$ cat config.mk
export PLATFORM = sky130hd
export DESIGN_NAME = spi_slave_flat
export DESIGN_NICKNAME = d
export VERILOG_FILES = /design/src/rtl/spi_slave_if.sv /design/src/rtl/spi_slave.sv /design/src/flat_wrapper.sv
export SDC_FILE = /design/constraint.sdc
export NUM_CORES = 1
export LEC_CHECK = 0
export CAP_MARGIN = 10
export CORE_UTILIZATION = 30
export DETAILED_ROUTE_END_ITERATION = 6
export DONT_BUFFER_PORTS = 1
export REMOVE_ABC_BUFFERS = 1
export SETUP_SLACK_MARGIN = 0.15
export SLEW_MARGIN = 20
export SYNTH_ARGS = -nofsm -noshare
export SYNTH_HDL_FRONTEND = slang
export SYNTH_SLANG_ARGS = --single-unit
$ cat constraint.sdc
create_clock -name iClk -period 1.54 [get_ports iClk]
set_input_delay 0.462 -clock iClk [delete_from_list [all_inputs] [get_ports iClk]]
set_output_delay 0.462 -clock iClk [all_outputs]
set_load 0.01 [all_outputs]
$ cat src/rtl/spi_slave_if.sv
`default_nettype none
// ============================================================================
// Module   : spi_slave_if
// Purpose  : Fabric-side byte handshake between an SPI target and its user.
// Revision : 1.0 - initial release
// ============================================================================
interface spi_slave_if;
    logic       iSend;
    logic [7:0] iData;
    logic       oTaken;
    logic [7:0] oData;
    logic       oAvail;
    logic       oTxFull;
    logic       oUnderrun;
    logic       oBusy;

    modport slave (
        input  iSend, iData,
        output oTaken, oData, oAvail, oTxFull, oUnderrun, oBusy
    );

    modport master (
        output iSend, iData,
        input  oTaken, oData, oAvail, oTxFull, oUnderrun, oBusy
    );
endinterface
`default_nettype wire

$ cat src/rtl/spi_slave.sv
`default_nettype none
// ============================================================================
// Module   : spi_slave
// Purpose  : Mode-0 SPI target, oversampling SCK/MOSI/CS_n in the iClk domain.
// Revision : 1.0 - initial release
// ============================================================================
module spi_slave #(
    parameter int         SYNC_STAGES   = 2,
    parameter logic [7:0] UNDERRUN_BYTE = 8'hFF
) (
    input  wire logic  iClk,
    input  wire logic  iRst,
    spi_slave_if.slave bus,
    input  wire logic  iSck,
    input  wire logic  iMosi,
    input  wire logic  iCsN,
    output logic       oMiso
);

    typedef enum logic [0:0] {
        IDLE   = 1'b0,
        ACTIVE = 1'b1
    } state_t;

    logic [SYNC_STAGES-1:0] r_sckSync;
    logic [SYNC_STAGES-1:0] r_mosiSync;
    logic [SYNC_STAGES-1:0] r_csSync;
    logic                   r_sckHist;
    logic                   r_csHist;

    state_t     r_state;
    logic [7:0] r_shiftOut;
    logic [6:0] r_rxShift;
    logic [2:0] r_bitCnt;
    logic       r_reloadPend;
    logic [7:0] r_hold;
    logic       r_txFull;
    logic       r_taken;
    logic       r_avail;
    logic       r_underrun;
    logic [7:0] r_data;
    logic       r_miso;

    logic       w_sck;
    logic       w_cs;
    logic       w_mosi;
    logic       w_sckRise;
    logic       w_sckFall;
    logic       w_csRise;
    logic       w_csFall;
    logic       w_active;
    logic       w_abort;
    logic       w_start;
    logic       w_rxEdge;
    logic       w_txEdge;
    logic       w_load;
    logic [7:0] w_loadByte;
    logic [7:0] w_rxByte;
    logic [7:0] w_shiftNext;
    state_t     w_stateNext;

    assign w_sck  = r_sckSync[SYNC_STAGES-1];
    assign w_cs   = r_csSync[SYNC_STAGES-1];
    assign w_mosi = r_mosiSync[SYNC_STAGES-1];

    assign w_sckRise = w_sck & ~r_sckHist;
    assign w_sckFall = ~w_sck & r_sckHist;
    assign w_csRise  = w_cs & ~r_csHist;
    assign w_csFall  = ~w_cs & r_csHist;

    // A CS_n release overrides any SCK edge seen in the same cycle.
    assign w_active = (r_state == ACTIVE);
    assign w_abort  = w_active & w_csRise;
    assign w_start  = ~w_active & w_csFall;
    assign w_rxEdge = w_active & ~w_csRise & w_sckRise;
    assign w_txEdge = w_active & ~w_csRise & w_sckFall;
    assign w_load   = w_start | (w_txEdge & r_reloadPend);

    assign w_loadByte = r_txFull ? r_hold : UNDERRUN_BYTE;
    assign w_rxByte   = {r_rxShift, w_mosi};

    always_comb begin
        w_shiftNext = r_shiftOut;
        w_stateNext = r_state;
        if (w_abort) begin
            w_shiftNext = 8'hFF;
            w_stateNext = IDLE;
        end else if (w_load) begin
            w_shiftNext = w_loadByte;
        end else if (w_txEdge) begin
            w_shiftNext = {r_shiftOut[6:0], 1'b1};
        end
        if (w_start) begin
            w_stateNext = ACTIVE;
        end
    end

    always_ff @(posedge iClk or posedge iRst) begin
        if (iRst) begin
            r_sckSync    <= '0;
            r_mosiSync   <= '0;
            r_csSync     <= '1;
            r_sckHist    <= 1'b0;
            r_csHist     <= 1'b1;
            r_state      <= IDLE;
            r_shiftOut   <= 8'hFF;
            r_rxShift    <= '0;
            r_bitCnt     <= '0;
            r_reloadPend <= 1'b0;
            r_hold       <= '0;
            r_txFull     <= 1'b0;
            r_taken      <= 1'b0;
            r_avail      <= 1'b0;
            r_underrun   <= 1'b0;
            r_data       <= '0;
            r_miso       <= 1'b1;
        end else begin
            r_sckSync  <= {r_sckSync[SYNC_STAGES-2:0], iSck};
            r_mosiSync <= {r_mosiSync[SYNC_STAGES-2:0], iMosi};
            r_csSync   <= {r_csSync[SYNC_STAGES-2:0], iCsN};
            r_sckHist  <= w_sck;
            r_csHist   <= w_cs;

            r_state    <= w_stateNext;
            r_shiftOut <= w_shiftNext;
            r_miso     <= (w_stateNext == ACTIVE) ? w_shiftNext[7] : 1'b1;

            r_taken    <= 1'b0;
            r_avail    <= 1'b0;
            r_underrun <= 1'b0;

            if (w_abort) begin
                r_bitCnt     <= '0;
                r_reloadPend <= 1'b0;
            end else if (w_start) begin
                r_bitCnt <= '0;
            end else if (w_rxEdge) begin
                r_rxShift <= w_rxByte[6:0];
                r_bitCnt  <= r_bitCnt + 3'd1;
                if (r_bitCnt == 3'd7) begin
                    r_data       <= w_rxByte;
                    r_avail      <= 1'b1;
                    r_reloadPend <= 1'b1;
                end
            end else if (w_txEdge && r_reloadPend) begin
                r_reloadPend <= 1'b0;
            end

            // A load sees the holding register as it was entering this cycle;
            // a same-cycle iSend into an empty register still lands afterwards.
            if (w_load) begin
                r_underrun <= ~r_txFull;
                r_txFull   <= 1'b0;
            end
            if (bus.iSend && !r_txFull) begin
                r_hold   <= bus.iData;
                r_txFull <= 1'b1;
                r_taken  <= 1'b1;
            end
        end
    end

    assign bus.oTaken    = r_taken;
    assign bus.oData     = r_data;
    assign bus.oAvail    = r_avail;
    assign bus.oTxFull   = r_txFull;
    assign bus.oUnderrun = r_underrun;
    assign bus.oBusy     = w_active;
    assign oMiso         = r_miso;

endmodule
`default_nettype wire

$ cat src/flat_wrapper.sv
// flat-port wrapper written by rule: the top's interface ports become plain ports
module spi_slave_flat 
#(
    parameter int         SYNC_STAGES   = 2,
    parameter logic [7:0] UNDERRUN_BYTE = 8'hFF
)
  (iClk, iRst, iSck, iMosi, iCsN, oMiso, bus_iSend, bus_iData, bus_oTaken, bus_oData, bus_oAvail, bus_oTxFull, bus_oUnderrun, bus_oBusy);
  spi_slave_if bus_i ();
  input  wire logic iClk;
  input  wire logic iRst;
  input  wire logic iSck;
  input  wire logic iMosi;
  input  wire logic iCsN;
  output logic oMiso;
  input wire logic [$bits(bus_i.iSend)-1:0] bus_iSend;
  input wire logic [$bits(bus_i.iData)-1:0] bus_iData;
  output wire logic [$bits(bus_i.oTaken)-1:0] bus_oTaken;
  output wire logic [$bits(bus_i.oData)-1:0] bus_oData;
  output wire logic [$bits(bus_i.oAvail)-1:0] bus_oAvail;
  output wire logic [$bits(bus_i.oTxFull)-1:0] bus_oTxFull;
  output wire logic [$bits(bus_i.oUnderrun)-1:0] bus_oUnderrun;
  output wire logic [$bits(bus_i.oBusy)-1:0] bus_oBusy;
  assign bus_i.iSend = bus_iSend;
  assign bus_i.iData = bus_iData;
  assign bus_oTaken = bus_i.oTaken;
  assign bus_oData = bus_i.oData;
  assign bus_oAvail = bus_i.oAvail;
  assign bus_oTxFull = bus_i.oTxFull;
  assign bus_oUnderrun = bus_i.oUnderrun;
  assign bus_oBusy = bus_i.oBusy;
  spi_slave #(.SYNC_STAGES(SYNC_STAGES), .UNDERRUN_BYTE(UNDERRUN_BYTE)) u_core (.iClk(iClk), .iRst(iRst), .bus(bus_i), .iSck(iSck), .iMosi(iMosi), .iCsN(iCsN), .oMiso(oMiso));
endmodule
* Word-level counts from Yosys, hierarchy flattened
Cells that the tools add are included.
Word-level totals: output and inout port bits 14, input port bits 14, register bits 49, logic and storage cells 75
Cells by class: reduce and logical (&&, ||, !) cells 10, add/sub/neg operators 1, bitwise operators 20, equal/unequal tests 3, muxes and demuxes 23
Operator list (number):
- $mux 8 | 4
- $mux 1 | 16
- $and 1x1->1 | 10
- $mux 3 | 3
- $not 1->1 | 9
- $reduce_bool 3->1 | 3
- $reduce_and 3->1 | 2
- $reduce_and 4->1 | 1
- $add 3x1->3 const B | 1
- $eq 3x3->1 const B | 1
- $ne 3x2->1 const B | 1
- $logic_and 1x1->1 | 2
- $ne 2x1->1 const B | 1
- $reduce_bool 2->1 | 1
- $logic_not 1->1 | 1
- $or 1x1->1 | 1

* Logic depth before layout (Yosys ltp)
Gate-level depths: netlist (run 1).
depth after elaboration 10, mapped depth 5

* Least setup slack after synthesis (run 1)
OpenSTA, ideal clock, no wires.
kind flip-flop to flip-flop, start point reg u_core.r_csHist, end point reg u_core.r_data[0], in the netlist u_core.bus.oData[0], clock period less this slack 1.504 ns, setup time 0.125 ns, stages on the path, launching flop included 6, slack 0.036 ns, arrival 1.379 ns, path buffers 1, path through dfstp_2 nand2b_2 and4b_1 buf_6 nand2_8 mux2_4
Between the ends: cells in the longest elaborated chain, start to end 6
RTL lines:
- start, declared | line spi_slave.sv:29 | logic r_csHist;
- start signal, assigned | line spi_slave.sv:122 | r_csHist <= w_cs;
- $not 1->1 | line spi_slave.sv:68 | assign w_csRise = w_cs & ~r_csHist;
- $and 1x1->1 | line spi_slave.sv:68
- $not 1->1 | line spi_slave.sv:75 | assign w_rxEdge = w_active & ~w_csRise & w_sckRise;
- $and 1x1->1 (2 in series) | line spi_slave.sv:75
- $reduce_and 4->1 (no line) *
- end signal, assigned | line spi_slave.sv:141 | r_data <= w_rxByte;
- end, declared | line spi_slave.sv:41 | logic [7:0] r_data;
Every way passes the cells marked *; elsewhere a longest branch is shown, timed or not. A chain may end at the register's enable or synchronous reset.

* Worst setup path in the final report (run 1)
start point reg u_core.r_csHist, end point reg u_core.r_shiftOut[2]
Between the ends: cells in the longest elaborated chain, start to end 9
RTL lines:
- $not 1->1 | line spi_slave.sv:68
- $and 1x1->1 | line spi_slave.sv:68
- $not 1->1 | line spi_slave.sv:76 | assign w_txEdge = w_active & ~w_csRise & w_sckFall;
- $and 1x1->1 (2 in series) | line spi_slave.sv:76
- $and 1x1->1 | line spi_slave.sv:77 | assign w_load = w_start | (w_txEdge & r_reloadPend);
- $or 1x1->1 | line spi_slave.sv:77
- $mux 8 | line spi_slave.sv:88 | end else if (w_load) begin
- $mux 8 | line spi_slave.sv:85 | if (w_abort) begin
- end signal, assigned | line spi_slave.sv:125 | r_shiftOut <= w_shiftNext;
- end, declared | line spi_slave.sv:32 | logic [7:0] r_shiftOut;
Several ways; a longest one is shown, not always the timed one.

==> flow_summary.json, run 1 <==
{
  "synth_seq_cells": 49,
  "fillers": 606,
  "die_h_um": 83.2,
  "fp.coreArea_um2": 6350,
  "worstReg2RegEnd": "u_core.r_shiftOut[2]$_DFFE_PP1P_",
  "initial_core_util_pct": 31.2,
  "syn_inst": 141,
  "slew_violations": 0,
  "ys_types": 33,
  "cp.required_ps": 1790,
  "period_share_pct": 98.5,
  "maxSlewHeadroom_pct": 80.4,
  "ctsLongestPathBuffers": 2,
  "setup_violations": 0,
  "grtUsageTotal_pct": 10.9,
  "fin_crit_ps": 1520,
  "antennaDiodeCount": 0,
  "gr-total-overflow": 0,
  "synth_edf_count": 0,
  "ff2ff_path_depth": 4,
  "multi_input_area_um2": 776,
  "vias": 1170,
  "cts_tree": "built",
  "drtIter0Drc": 40,
  "powerDensity_nw_per_um2": 1340,
  "post-route-cell-area_um2": 2400,
  "area_growth_syn_to_layout_pct": 21.1,
  "layout-drive-gt1-share_pct": 45.8,
  "yosysSeqAreaShare_pct": 62.7,
  "die_w_um": 83.2,
  "ir_worst_vdd_uv": 491,
  "wl_per_cell_um": 14.7,
  "endpoint_kind": "flip-flop",
  "htreeDepth": 2,
  "synth-async-reset-ratio_pct": 100,
  "path_clk_slew_ps": 100,
  "max_freq_ghz": 0.659,
  "dieArea_um2": 6930,
  "regArea_um2": 1240,
  "synthFlopType": "dfrtp_1",
  "clkSinkCount": 49,
  "rsz0062_at_grt": "yes",
  "clkLatencyLatePin_ps": 310,
  "placed_cell_area_um2": 2180,
  "fin_cells": 243,
  "rows": 29,
  "startpoint_type": "flip-flop",
  "max_cap_violations": 0,
  "root_buffer": "clkbuf_8",
  "power_frac_clock_pct": 24.0,
  "detail_route.first_pass.iterations": 4,
  "intPower_mw": 2.30,
  "antenna_left": 0,
  "skew_ps": 8.64,
  "mostFrequentLayoutCell": "dfrtp_1",
  "crit_type": "flip-flop to flip-flop",
  "ios": 28,
  "yosys_warnings": 0,
  "finalWirelength_mm": 3.57,
  "grt_pass1_wl_mm": 5.93,
  "status": "completed",
  "fin_util_pct": 37.8,
  "power_mw": 3.21,
  "drt-vias-per-instance": 4.81,
  "combPwrFrac_pct": 19.6,
  "hold_viol_final": 0,
  "grt_pass1_vias": 1201,
  "cts_hold_buf": 0,
  "cp.arrival_ps": 1760,
  "p_leak_nw": 1.09,
  "setup_tns_ps": 0,
  "reg2reg_from": "u_core.r_csHist$_DFF_PP1_",
  "rrSetupSlack_ps": 20,
  "critPathMaxFanout": 6,
  "syn_area_per_cell_um2": 14.0,
  "gp_congestion": 0.789,
  "final_cell_mix": "36 x dfrtp_1, 27 x nand2_1, 13 x buf_4",
  "p_seq_share_pct": 56.4,
  "syn_area_um2": 1980,
  "numCtsBuffers": 5,
  "switchingPower_mw": 0.904,
  "drc": 0,
  "swShare_pct": 28.2,
  "antenna_found_initial": 0,
  "dpl.hpwl_mm": 2.31,
  "port_buffers": 0,
  "nets": 181,
  "grt_max_degree": 50,
  "worst_pin_slew_ps": 294,
  "worstHoldPathType": "primary input to async pin",
  "place_inst": 230
}
-- cell families (layout without fill, tap and decap cells) --
group | after synthesis | count (layout) | synth area share [%]
flops | 49 | 49 | 62.7
simple gates | 52 | 52 | 16.3
mux | 16 | 16 | 10.6
compound gates | 17 | 17 | 7.65
fa+ha+maj | 2 | 2 | 1.26
buf+inv | 5 | 30 | 1.45
-- cells in the mapped netlist, types with 2 or more instances --
library cell  instances  share of area (%)
buf_2                 2               0.51
dfstp_2              12                 16
ha_1                  2                1.3
o221a_2               2                1.1
and4b_1               2                1.0
nand2b_2              2               0.89
a22o_1                2               0.89
dfrtp_1              37                 47
nand2_1              27                5.1
inv_1                 2               0.38
mux2_4                8                6.1
nor2_1                3               0.57
mux2_2                8                4.6
a21oi_1               2               0.51
nand2b_1              7                2.2
o221a_1               4                2.3
o21ai_0               3               0.76
-- metrics by stage --
step	hold slack, ps	worst slack (ps)
global placement	338	22.4
CTS	71.9	16.9
finish	62.1	23.2
global route	62.3	-20.2
floorplan	331	-110
detailed placement	335	4.90
-- state kept, by name, summed over array words and instances, names as in the netlist, 2 cells and up --
| name | cells |
|---|---|
| u_core.r_hold | 8 |
| u_core.r_shiftOut | 8 |
| u_core.r_csSync | 2 |
| u_core.r_rxShift | 7 |
| u_core.r_sckSync | 2 |
| u_core.bus.oData | 8 |
| u_core.r_bitCnt | 3 |
| u_core.r_mosiSync | 2 |
-- critical path: stages (launching register included) --
cell	delay, ps
dfstp_2	560
and2b_4	220
nor3b_4	260
nand2b_4	220
o221a_1	200
-- timing repair --
action	4_1_cts	5_1_grt
pin swaps	1	12
gates resized for setup	2	20
buffers inserted	2	2
cloned	0	1
endpoints found under the setup margin	21	32
-- worst max path at each step --
stage / start / endpoint / cells after the start
final: u_core.r_csHist$_DFF_PP1_ / u_core.r_shiftOut[2]$_DFFE_PP1P_ / 4
after CTS: u_core.r_csHist$_DFF_PP1_ / u_core.r_shiftOut[1]$_DFFE_PP1P_ / 4
after detailed placement: u_core.r_csHist$_DFF_PP1_ / u_core.bus.oData[1]$_DFFE_PP0P_ / 4
after global routing: u_core.r_csHist$_DFF_PP1_ / u_core.bus.oData[1]$_DFFE_PP0P_ / 4
after floorplan: u_core.r_csHist$_DFF_PP1_ / u_core.bus.oData[0]$_DFFE_PP0P_ / 4
after global placement: u_core.r_csHist$_DFF_PP1_ / u_core.bus.oData[0]$_DFFE_PP0P_ / 4
-- power groups by stage --
stage	combinational, mW	clock (mW)	sequential, mW
after floorplan	0.376	0	1.78
after global placement	0.528	0	1.81
after detailed placement	0.543	0	1.82
final	0.629	0.770	1.81
after global routing	0.699	0.863	1.86
after CTS	0.548	0.801	1.80
-- metal layers --
metal	part of all wire (%)	wire [um]	track usage [%]
met1	48	1700	14.1
met4	1.5	55	4.86
met2	46	1650	16.4
met3	4.4	157	3.58
met5	0	0	0
-- cell type report --
cell class | count | area share, %
sequential | 49 | 51.8
timing repair buffer | 20 | 7.72
multi-input combinational | 87 | 32.4
clock buffer | 5 | 2.87
clock inverter | 3 | 0.887
tap | 77 | 4.02
inverter | 2 | 0.313
Note: power is estimated with default switching activity, not from simulation.
==> run 2: changes to the inputs <==
--- a/config.mk
+++ b/config.mk
@@ -9,6 +9,7 @@
 export CORE_UTILIZATION = 30
 export DETAILED_ROUTE_END_ITERATION = 6
 export DONT_BUFFER_PORTS = 1
+export PLACE_DENSITY = 0.47
 export REMOVE_ABC_BUFFERS = 1
 export SETUP_SLACK_MARGIN = 0.15
 export SLEW_MARGIN = 20
==> flow_summary.json, run 2 (synthesis results as in run 1) <==
{
  "status": "complete, but fails checks",
  "violations": "negative setup slack",
  "htreeDepth": 2,
  "rows": 29,
  "hold_viol_final": 0,
  "clkLatencyLatePin_ps": 290,
  "fp.coreArea_um2": 6350,
  "grtUsageTotal_pct": 11.1,
  "place_inst": 226,
  "vias": 1142,
  "powerDensity_nw_per_um2": 1310,
  "detail_route.first_pass.iterations": 4,
  "fin_util_pct": 37.7,
  "worst_pin_slew_ps": 308,
  "dieArea_um2": 6930,
  "setup_violations": 3,
  "ios": 28,
  "max_freq_ghz": 0.647,
  "p_leak_nw": 1.11,
  "antennaDiodeCount": 0,
  "gr-total-overflow": 0,
  "fin_crit_ps": 1550,
  "cp.arrival_ps": 1730,
  "clkSinkCount": 49,
  "gp_congestion": 0.784,
  "endpoint_kind": "flip-flop",
  "cp_top_family": "flip-flops",
  "crit_path_top_delay_cell": "dfstp_2",
  "drt-vias-per-instance": 4.72,
  "skew_ps": 2.14,
  "wl_per_cell_um": 15.1,
  "port_buffers": 0,
  "nets": 180,
  "crit_path_max_incr_delay_ps": 570,
  "worstHoldPathType": "primary input to async pin",
  "area_growth_syn_to_layout_pct": 20.9,
  "critPathMaxFanout": 5,
  "dpl.hpwl_mm": 2.33,
  "grt_pass1_vias": 1238,
  "maxSlewHeadroom_pct": 79.5,
  "critPathBufInv": 0,
  "mostFrequentLayoutCell": "dfrtp_1",
  "final_cell_mix": "36 x dfrtp_1, 27 x nand2_1, 12 x buf_4, 12 x dfstp_2",
  "cts_hold_buf": 0,
  "period_share_pct": 100,
  "fin_cells": 242,
  "die_h_um": 83.2,
  "layout-drive-gt1-share_pct": 44.2,
  "grt_max_degree": 50,
  "path_clk_slew_ps": 80,
  "antenna_found_initial": 0,
  "hold-worst-slack_ps": 77.3,
  "ctsLongestPathBuffers": 2,
  "root_buffer": "clkbuf_8",
  "max_cap_violations": 0,
  "die_w_um": 83.2,
  "power_mw": 3.13,
  "slew_violations": 0,
  "drtIter0Drc": 53,
  "crit_chain": "nand2b_4, and4b_4, nand2_4, mux2_4",
  "initial_core_util_pct": 31.2,
  "setup_slack_ps": -6.53,
  "rsz0062_at_grt": "yes",
  "finalWirelength_mm": 3.65,
  "startpoint_type": "flip-flop",
  "numCtsBuffers": 5,
  "ir_worst_vdd_uv": 581,
  "crit_type": "flip-flop to flip-flop",
  "drc": 0,
  "antenna_left": 0,
  "cts_tree": "built",
  "cp.required_ps": 1730,
  "grt_pass1_wl_mm": 6.11
}
[run 2: worst paths after layout]
path / from / end / slack, ps / cells after the start
hold reg to reg: u_core.r_sckSync[0]$_DFF_PP0_ / u_core.r_sckSync[1]$_DFF_PP0_ / 360 / 0
max in group asynchronous: iRst / u_core.r_shiftOut[0]$_DFFE_PP1P_ / 1170 / 2
hold / removal: iRst / u_core.r_rxShift[6]$_DFFE_PP0P_ / 80 / 2
setup / recovery: u_core.r_csHist$_DFF_PP1_ / u_core.bus.oData[4]$_DFFE_PP0P_ / -7 / 4
min in group iClk: iCsN / u_core.r_csSync[0]$_DFF_PP1_ / 150 / 0
setup reg to reg: u_core.r_csHist$_DFF_PP1_ / u_core.bus.oData[4]$_DFFE_PP0P_ / -7 / 4
[run 2: layer usage]
metal / routed length (um) / track usage, %
met1: 1650 / 14.2
met2: 1780 / 17.4
met3: 172 / 4.27
met4: 42 / 3.29
met5: 0 / 0
[run 2: final cells by class]
class | count | area, um^2
clock inverter | 2 | 10.0
fill | 607 | 3960
clock buffer | 6 | 72.6
timing repair buffer | 18 | 175
tap | 77 | 96.3
multi-input combinational | 88 | 790
inverter | 2 | 7.51
sequential | 49 | 1240
[run 2: power by group]
group	leakage, nW	switching (mW)	total, mW	internal (mW)
Clock	0.0450	0.405	0.721	0.315
Combinational	0.461	0.248	0.592	0.344
Sequential	0.600	0.198	1.82	1.62
Total	1.11	0.851	3.13	2.28
[run 2: worst reg2reg max path: stages, from the launching register on]
cell	delay, ps
dfstp_2	570
nand2b_4	130
and4b_4	320
nand2_4	110
mux2_4	310
[run 2: timing repair]
item | CTS | global route
pin swaps | 9 | 6
setup buffers | 5 | 2
gates resized for setup | 8 | 10
endpoints found under the setup margin | 27 | 32
cloned | 0 | 1
[run 2: metrics by stage]
step	setup TNS, ps	cell area [um^2]	setup slack, ps
global placement	0	2160	1.31
finish	-18.6	2390	-6.53
CTS	0	2330	14.5
global route	-525	2390	-52.8
floorplan	-3650	1960	-110
detailed placement	-149	2160	-22.2
==> run 3: changes to the inputs <==
--- a/config.mk
+++ b/config.mk
@@ -6,10 +6,10 @@
 export NUM_CORES = 1
 export LEC_CHECK = 0
 export CAP_MARGIN = 10
-export CORE_UTILIZATION = 30
+export CORE_UTILIZATION = 55
 export DETAILED_ROUTE_END_ITERATION = 6
 export DONT_BUFFER_PORTS = 1
-export PLACE_DENSITY = 0.47
+export PLACE_DENSITY = 0.75
 export REMOVE_ABC_BUFFERS = 1
 export SETUP_SLACK_MARGIN = 0.15
 export SLEW_MARGIN = 20
==> flow_summary.json, run 3 (synthesis results as in run 1) <==
{
  "grt_max_degree": 20,
  "gr-total-overflow": 0,
  "cts_tree": "built",
  "dieArea_um2": 3840,
  "cp.required_ps": 1800,
  "slew_violations": 0,
  "vias": 1210,
  "rsz0062_at_grt": "yes",
  "period_share_pct": 101,
  "clkLatencyLatePin_ps": 360,
  "grtUsageMet3_pct": 7.66,
  "die_h_um": 62.0,
  "drtIter0Drc": 43,
  "place_inst": 197,
  "startpoint_type": "flip-flop",
  "violations": "negative setup slack",
  "mostFrequentLayoutCell": "dfrtp_1",
  "drc": 0,
  "cp.depth": 4,
  "fin_crit_ps": 1550,
  "antennaDiodeCount": 0,
  "min_delay_path_depth": 0,
  "crit_path_top_delay_cell": "dfstp_2",
  "busiest_layer": "met2",
  "initial_core_util_pct": 58.4,
  "fin_util_pct": 72.7,
  "placed_cell_area_um2": 2110,
  "dpl.hpwl_mm": 2.28,
  "layout-drive-gt1-share_pct": 52.6,
  "worst_pin_slew_ps": 363,
  "nets": 188,
  "grt_use_met1_pct": 28.4,
  "worstHoldPathType": "primary input to flip-flop",
  "clkSinkCount": 49,
  "antenna_left": 0,
  "post-route-cell-area_um2": 2460,
  "combPwrFrac_pct": 25.0,
  "crit_chain": "nand2b_4, and4b_4, nand2_8, mux2_4",
  "root_buffer": "clkbuf_4",
  "powerDensity_nw_per_um2": 1290,
  "critPathMaxFanout": 5,
  "final_cell_mix": "36 x dfrtp_1, 20 x nand2_1, 12 x buf_6, 12 x buf_4, 12 x dfstp_2",
  "hold-worst-slack_ps": 70.3,
  "max_cap_violations": 0,
  "area_growth_syn_to_layout_pct": 24.5,
  "path_clk_slew_ps": 140,
  "ff2ff_path_depth": 4,
  "setup_slack_ps": -8.64,
  "grt_pass1_wl_mm": 5.83,
  "intPower_mw": 2.28,
  "gp_congestion": 0.804,
  "hold_viol_final": 0,
  "endpoint_kind": "flip-flop",
  "maxSlewHeadroom_pct": 75.8,
  "switchingPower_mw": 0.902,
  "ir_worst_vdd_uv": 905,
  "setup_violations": 3,
  "antenna_found_initial": 0,
  "crit_type": "flip-flop to flip-flop",
  "cp.arrival_ps": 1800,
  "crit_path_max_incr_delay_ps": 580,
  "fp.coreArea_um2": 3390,
  "numCtsBuffers": 5,
  "p_seq_share_pct": 57.3,
  "grtUsageTotal_pct": 22.0,
  "power_frac_clock_pct": 17.7,
  "max_freq_ghz": 0.646,
  "htreeDepth": 2,
  "finalWirelength_mm": 3.85,
  "wl_per_cell_um": 17.6,
  "cp_top_family": "flip-flops",
  "port_buffers": 0,
  "rows": 21,
  "use_met2_pct": 34.2,
  "grt_pass1_vias": 1217,
  "p_leak_nw": 1.16,
  "ctsLongestPathBuffers": 2,
  "fin_cells": 219,
  "critPathBufInv": 0,
  "skew_ps": 15.3,
  "die_w_um": 62.0,
  "ios": 28,
  "status": "complete, but fails checks",
  "swShare_pct": 28.4,
  "detail_route.first_pass.iterations": 4,
  "drt-vias-per-instance": 5.53
}
==> run 3: layer usage <==
metal,up-vias,part of all wire [%]
met5,-,0
met4,0,1.4
met3,6,4.1
met2,28,50
met1,614,44
li1,562,-
==> run 3: layout make-up <==
cell class,instances,area (um^2)
timing repair buffer,26,255
sequential,49,1240
multi-input combinational,88,851
inverter,2,7.51
tap,46,57.6
clock inverter,2,10.0
fill,220,925
clock buffer,6,41.3
==> run 3: metrics by stage <==
| step | setup TNS (ps) | setup WS (ps) | power [mW] |
|---|---|---|---|
| after global placement | 0 | 2.45 | 2.33 |
| after detailed placement | -145 | -16.4 | 2.36 |
| after global routing | -521 | -54.1 | 3.35 |
| after CTS | 0 | 9.43 | 3.07 |
| after floorplan | -3650 | -110 | 2.16 |
| final | -13.2 | -8.64 | 3.18 |
==> run 3: worst paths after layout <==
path	end	from	slack [ps]
min reg2reg	u_core.r_sckSync[1]$_DFF_PP0_	u_core.r_sckSync[0]$_DFF_PP0_	360
min	u_core.r_csSync[0]$_DFF_PP1_	iCsN	70
min in group asynchronous	u_core.r_hold[6]$_DFFE_PP0P_	iRst	520
max reg2reg	u_core.bus.oData[0]$_DFFE_PP0P_	u_core.r_csHist$_DFF_PP1_	-9
max	u_core.bus.oData[0]$_DFFE_PP0P_	u_core.r_csHist$_DFF_PP1_	-9
max in group asynchronous	u_core.oMiso$_DFF_PP1_	iRst	440
==> run 3: timing repair <==
item | CTS | global route
cloned | 0 | 1
hold buffers | 1 | 0
hold endpoints to repair | 8 | 0
gates resized for setup | 16 | 28
pin swaps | 14 | 22
setup endpoints to repair | 31 | 41
setup buffers | 11 | 1
==> run 3: power groups by stage <==
stage	Sequential [mW]	Combinational, mW	Clock, mW
CTS	1.80	0.680	0.585
global placement	1.80	0.529	0
global route	1.86	0.851	0.635
finish	1.82	0.794	0.563
floorplan	1.78	0.376	0
detailed placement	1.81	0.550	0
